--- config.mk ---
export PLATFORM = sky130hd
export DESIGN_NAME = router_ingress_buffer
export DESIGN_NICKNAME = d
export VERILOG_FILES = /design/src/rtl/router_pkg.sv /design/src/rtl/sync_fifo.sv /design/src/rtl/router_ingress_buffer.sv
export SDC_FILE = /design/constraint.sdc
export NUM_CORES = 1
export LEC_CHECK = 0
export ABC_AREA = 1
export ABC_CLOCK_PERIOD_IN_PS = 2600
export CORE_MARGIN = 2
export CORE_UTILIZATION = 25
export CTS_CLUSTER_SIZE = 30
export DETAILED_ROUTE_END_ITERATION = 16
export GPL_TIMING_DRIVEN = 0
export SYNTH_ARGS = -nofsm -noshare
export SYNTH_HDL_FRONTEND = slang
export SYNTH_SLANG_ARGS = --single-unit
--- constraint.sdc ---
create_clock -name clk -period 2.6 [get_ports clk]
set_clock_uncertainty 0.15 [all_clocks]
set_input_delay 0.39 -clock clk [delete_from_list [all_inputs] [get_ports clk]]
set_output_delay 0.39 -clock clk [all_outputs]
set_load 0.01 [all_outputs]
--- src/rtl/router_pkg.sv ---
// Types and constants shared by the ingress buffer and the 4-way address router.
package router_pkg;

  localparam int NUM_DEST = 4;
  localparam int DEST_W   = 2;

  typedef logic [DEST_W-1:0] dest_t;

  // A buffered entry is {addr, data}, with addr in the MSBs.
  function automatic int entry_width(input int data_width);
    return data_width + DEST_W;
  endfunction

endpackage

--- src/rtl/sync_fifo.sv ---
// Single-clock FIFO with a synchronous flush. The head entry is presented combinationally on rdata.
module sync_fifo #(
  parameter int WIDTH = 34,
  parameter int DEPTH = 8
) (
  input  logic                     clk,
  input  logic                     rst_n,
  input  logic                     flush,
  input  logic                     push,
  input  logic [WIDTH-1:0]         wdata,
  input  logic                     pop,
  output logic [WIDTH-1:0]         rdata,
  output logic [$clog2(DEPTH):0]   count
);

  localparam int PW = $clog2(DEPTH);

  logic [WIDTH-1:0] r_mem [DEPTH];
  logic [PW-1:0]    r_wptr;
  logic [PW-1:0]    r_rptr;
  logic [PW:0]      r_count;

  always_ff @(posedge clk or negedge rst_n) begin
    if (!rst_n) begin
      r_wptr  <= '0;
      r_rptr  <= '0;
      r_count <= '0;
    end else if (flush) begin
      r_wptr  <= '0;
      r_rptr  <= '0;
      r_count <= '0;
    end else begin
      if (push) r_wptr <= r_wptr + 1'b1;
      if (pop)  r_rptr <= r_rptr + 1'b1;
      case ({push, pop})
        2'b10:   r_count <= r_count + 1'b1;
        2'b01:   r_count <= r_count - 1'b1;
        default: r_count <= r_count;
      endcase
    end
  end

  // Storage is deliberately left out of reset.
  always_ff @(posedge clk) begin
    if (push && !flush) r_mem[r_wptr] <= wdata;
  end

  assign rdata = r_mem[r_rptr];
  assign count = r_count;

endmodule

--- src/rtl/router_ingress_buffer.sv ---
// Ingress FIFO in front of the address router: in-order, stall-gated pop into a registered din/addr stage.
module router_ingress_buffer
  import router_pkg::*;
#(
  parameter int DATA_WIDTH = 32,
  parameter int DEPTH      = 8
) (
  input  logic                    clk,
  input  logic                    rst_n,
  input  logic                    in_valid,
  output logic                    in_ready,
  input  logic [DATA_WIDTH-1:0]   in_data,
  input  logic [1:0]              in_addr,
  input  logic                    flush,
  input  logic [NUM_DEST-1:0]     dest_stall,
  output logic [DATA_WIDTH-1:0]   din,
  output logic                    din_en,
  output logic [1:0]              addr,
  output logic [$clog2(DEPTH):0]  count
);

  localparam int CW = $clog2(DEPTH) + 1;
  localparam logic [CW-1:0] DEPTH_C = CW'(DEPTH);

  typedef struct packed {
    dest_t                 addr;
    logic [DATA_WIDTH-1:0] data;
  } entry_t;

  entry_t                w_wentry;
  entry_t                w_head;
  logic [CW-1:0]         w_count;
  logic                  w_push;
  logic                  w_pop;

  logic [DATA_WIDTH-1:0] r_din;
  logic                  r_din_en;
  dest_t                 r_addr;

  // Ready depends only on registered occupancy, so a same-cycle pop never frees a slot.
  assign in_ready = (w_count < DEPTH_C) & ~flush;
  assign w_push   = in_valid & in_ready;
  // Head-of-line: only the head entry is ever considered, so nothing bypasses a stalled head.
  assign w_pop    = (w_count != '0) & ~dest_stall[w_head.addr] & ~flush;

  assign w_wentry.addr = in_addr;
  assign w_wentry.data = in_data;

  sync_fifo #(
    .WIDTH (entry_width(DATA_WIDTH)),
    .DEPTH (DEPTH)
  ) u_fifo (
    .clk   (clk),
    .rst_n (rst_n),
    .flush (flush),
    .push  (w_push),
    .wdata (w_wentry),
    .pop   (w_pop),
    .rdata (w_head),
    .count (w_count)
  );

  always_ff @(posedge clk or negedge rst_n) begin
    if (!rst_n) begin
      r_din    <= '0;
      r_din_en <= 1'b0;
      r_addr   <= '0;
    end else if (w_pop) begin
      r_din    <= w_head.data;
      r_din_en <= 1'b1;
      r_addr   <= w_head.addr;
    end else begin
      // addr keeps its last value on idle cycles.
      r_din    <= '0;
      r_din_en <= 1'b0;
    end
  end

  assign din    = r_din;
  assign din_en = r_din_en;
  assign addr   = r_addr;
  assign count  = w_count;

endmodule
==> results of run 1 <==
[power by group]
group,leakage [nW],internal (W),switching (W)
clock network,0.516,0.00266,0.00190
registers,3.06,0.00587,0.000143
logic,1.66,0.00128,0.00258
total,5.24,0.00981,0.00462
[through the flow]
step,utilization,cells
after floorplan,-,922
after global placement,0.2866,1618
after detailed placement,0.2920,1627
after CTS,0.3142,1687
after global routing,0.3172,1698
final,0.3172,1698
[synth_stat cells]
cell	number	area, um^2
buf_2	5	25.02
o21ai_1	44	220.2
nor2_1	204	765.7
buf_6	1	11.26
ha_1	4	50.05
nand2_4	1	11.26
nand2_1	52	195.2
nand3_4	1	17.52
nor2_4	1	11.26
nand3b_1	1	7.510
nand3_2	5	50.05
o21ai_0	158	790.8
xor2_1	2	17.52
inv_2	6	22.52
inv_1	21	78.83
clkbuf_1	44	165.2
edfxtp_1	272	8168
nand3_1	13	65.06
a21oi_1	2	10.01
o221ai_1	32	280.3
buf_4	1	7.510
nand2_2	1	6.260
buf_1	3	11.26
nand4_1	1	6.260
nor3_1	1	5.000
o21a_1	1	7.510
dfrtp_1	45	1126
[state kept, by name, indices dropped and copies added (netlist names)]
signal,cells
u_fifo.count,4
u_fifo.r_rptr,3
u_fifo.r_wptr,3
din_en,1
u_fifo.r_mem,272
din,32
addr,2
[final cells by class]
cell class	instances	share of cell area
sequential	317	0.6124
multi-input combinational	525	0.1706
timing repair buffer	102	0.07584
clock buffer	40	0.05729
tap	615	0.05070
buffer	54	0.01500
clock inverter	18	0.01154
inverter	27	0.006677
[critical path: stages (launching register included)]
cell and delay [ns]:
dfrtp_1 0.41, inv_2 0.09, buf_6 0.15, nand2_1 0.07
nand3_1 0.09, nand2_1 0.06, nand2_1 0.05, nand2_1 0.10
inv_1 0.08, nand3_2 0.09, nand2_4 0.10, nand3_4 0.09
inv_1 0.08, ha_1 0.23, inv_1 0.09, nor2_1 0.05
nor2_1 0.13, nand3_1 0.11, nand3_1 0.10, nand2_1 0.05
[worst paths after layout]
kind                                   from               end  cells past startpoint
max                        u_fifo.r_rptr[0]   u_fifo.count[3]                     19
min                                   rst_n           din[23]                      2
max reg2reg                u_fifo.r_rptr[0]   u_fifo.count[3]                     19
min reg2reg                         addr[1]           addr[1]                      2
max in group asynchronous             rst_n  u_fifo.r_rptr[2]                      3
min in group clk                    addr[1]           addr[1]                      2
[repair_timing]
action,in CTS,in global routing
hold buffers,1,0
pin swaps,1,7
hold endpoints to repair,17,0
setup endpoints to repair,14,134
gates resized for setup,0,14
buffers inserted,0,11
cloned,1,0
[cell families (layout without fill, tap and decap cells)]
group	Yosys count	count (layout)	synth area share
AOI/OAI and AO/OA	237	237	0.1079
xor gates and xnor gates	2	2	0.001444
adders and majority gates	4	4	0.004125
buffers and inverters	81	241	0.02650
DFF	317	317	0.7660
and+or+nand+nor	281	282	0.09405
[layer usage]
layer	global-route usage	vias up	share of wire
met5	0	-	0.00094
met4	0.03824	6	0.021
met3	0.02443	45	0.060
met2	0.2143	230	0.49
met1	0.1616	3891	0.42
li1	-	3610	-
==> results.sh, run 1 <==
export IMPL_first_pass_iters=5
export IMPL_p_leak_nw=5.241
export IMPL_power_per_cell_area_nw_per_um2=950.9
export IMPL_cts_htree_levels=1
export IMPL_synth_seq_area_share=0.7660
export IMPL_maxCapViolCount=0
export IMPL_wl_per_cell_um=18.90
export IMPL_layout_min_cycle_time_ns=2.507
export IMPL_end_kind="flop"
export IMPL_regArea_um2=9295
export IMPL_ant_nets=0
export IMPL_place_area_um2=13970
export IMPL_grt_pass1_vias=7722
export IMPL_cts_inserted_buffers=31
export IMPL_hold_ws_ns=0.1946
export IMPL_hold_viol_final=0
export IMPL_num_antenna_cells=0
export IMPL_port_buffers=81
export IMPL_worst_pin_slew_ns=0.7074
export IMPL_ys_warnings_count=0
export IMPL_drive_gt1_frac=0.1016
export IMPL_required_ns=2.90
export IMPL_start_kind="flop"
export IMPL_finalPower_w=0.01443
export IMPL_synth_nets=968
export IMPL_status="finished, final reports clean"
export IMPL_grt_overflow_total=0
export IMPL_die_y_um=224.3
export IMPL_mostFrequentLayoutCells="272 x edfxtp_1, 196 x nor2_1, 158 x o21ai_0"
export IMPL_peakVddDrop_uv=469.6
export IMPL_core_area_um2=47850
export IMPL_grt_start_max_net_pins=29
export IMPL_finalMaxSlewViolations=0
export IMPL_routed_wl_mm=32.08
export IMPL_relSlewSlack=0.5284
export IMPL_design_area_um2=15180
export IMPL_grt_pass1_wl_mm=47.82
export IMPL_drt_iter0_drc=674
export IMPL_clkTransAtPathRegs_ns=0.07
export IMPL_reg2reg_slack_ns=0.09
export IMPL_max_clock_freq_ghz=0.3989
export IMPL_synth_area_um2=12130
export IMPL_via_per_inst=4.583
export IMPL_synthToLayoutAreaGrowth_pct=25.10
export IMPL_synthCells=922
export IMPL_grt_usage=0.1256
export IMPL_dp_hpwl_mm=20.65
export IMPL_n_fill_cell=4721
export IMPL_gp_congestion=0.7721
export IMPL_finalCritPeriodShare=0.9642
export IMPL_cp_max_fo=10
export IMPL_pre_cts_ws_ns=-0.5913
export IMPL_initial_utilization=0.2536
export IMPL_clock_path_buffers=3
export IMPL_rows=80
export IMPL_drc=0
export IMPL_avgSynthCellArea_um2=13.16
export IMPL_fp_dieW_um=224.3
export IMPL_final_nets=1104
export IMPL_rsz0062_at_grt="true"
export IMPL_setup_viol=0
export IMPL_vias=7782
export IMPL_clkSinkCount=317
export IMPL_postSynthRegisterBits=317
export IMPL_clk_latency_ns=0.56
export IMPL_finalSetupTns_ns=0
export IMPL_critPathKind="flop to flop"
export IMPL_die_area_um2=50310
export IMPL_fin_ws_ns=0.09319
export IMPL_layout_commonest_cell="edfxtp_1"
export IMPL_antenna_found_initial=5
export IMPL_hold_class="primary input to async pin"
export IMPL_io_pins=82
export IMPL_yosysUniqueCellTypes=27
export IMPL_cts_root_buf="clkbuf_16"
export IMPL_worstPathArrival_ns=2.81
export IMPL_tritoncts="done"
export IMPL_multi_input_area_um2=2589
Power figures use the tool's default switching activity.
==> inputs of run 2 (changes only) <==
- TNS_END_PERCENT: default -> 100
==> results of run 2 <==
No change in the layout: final DEF, timing and power equal those of run 1.
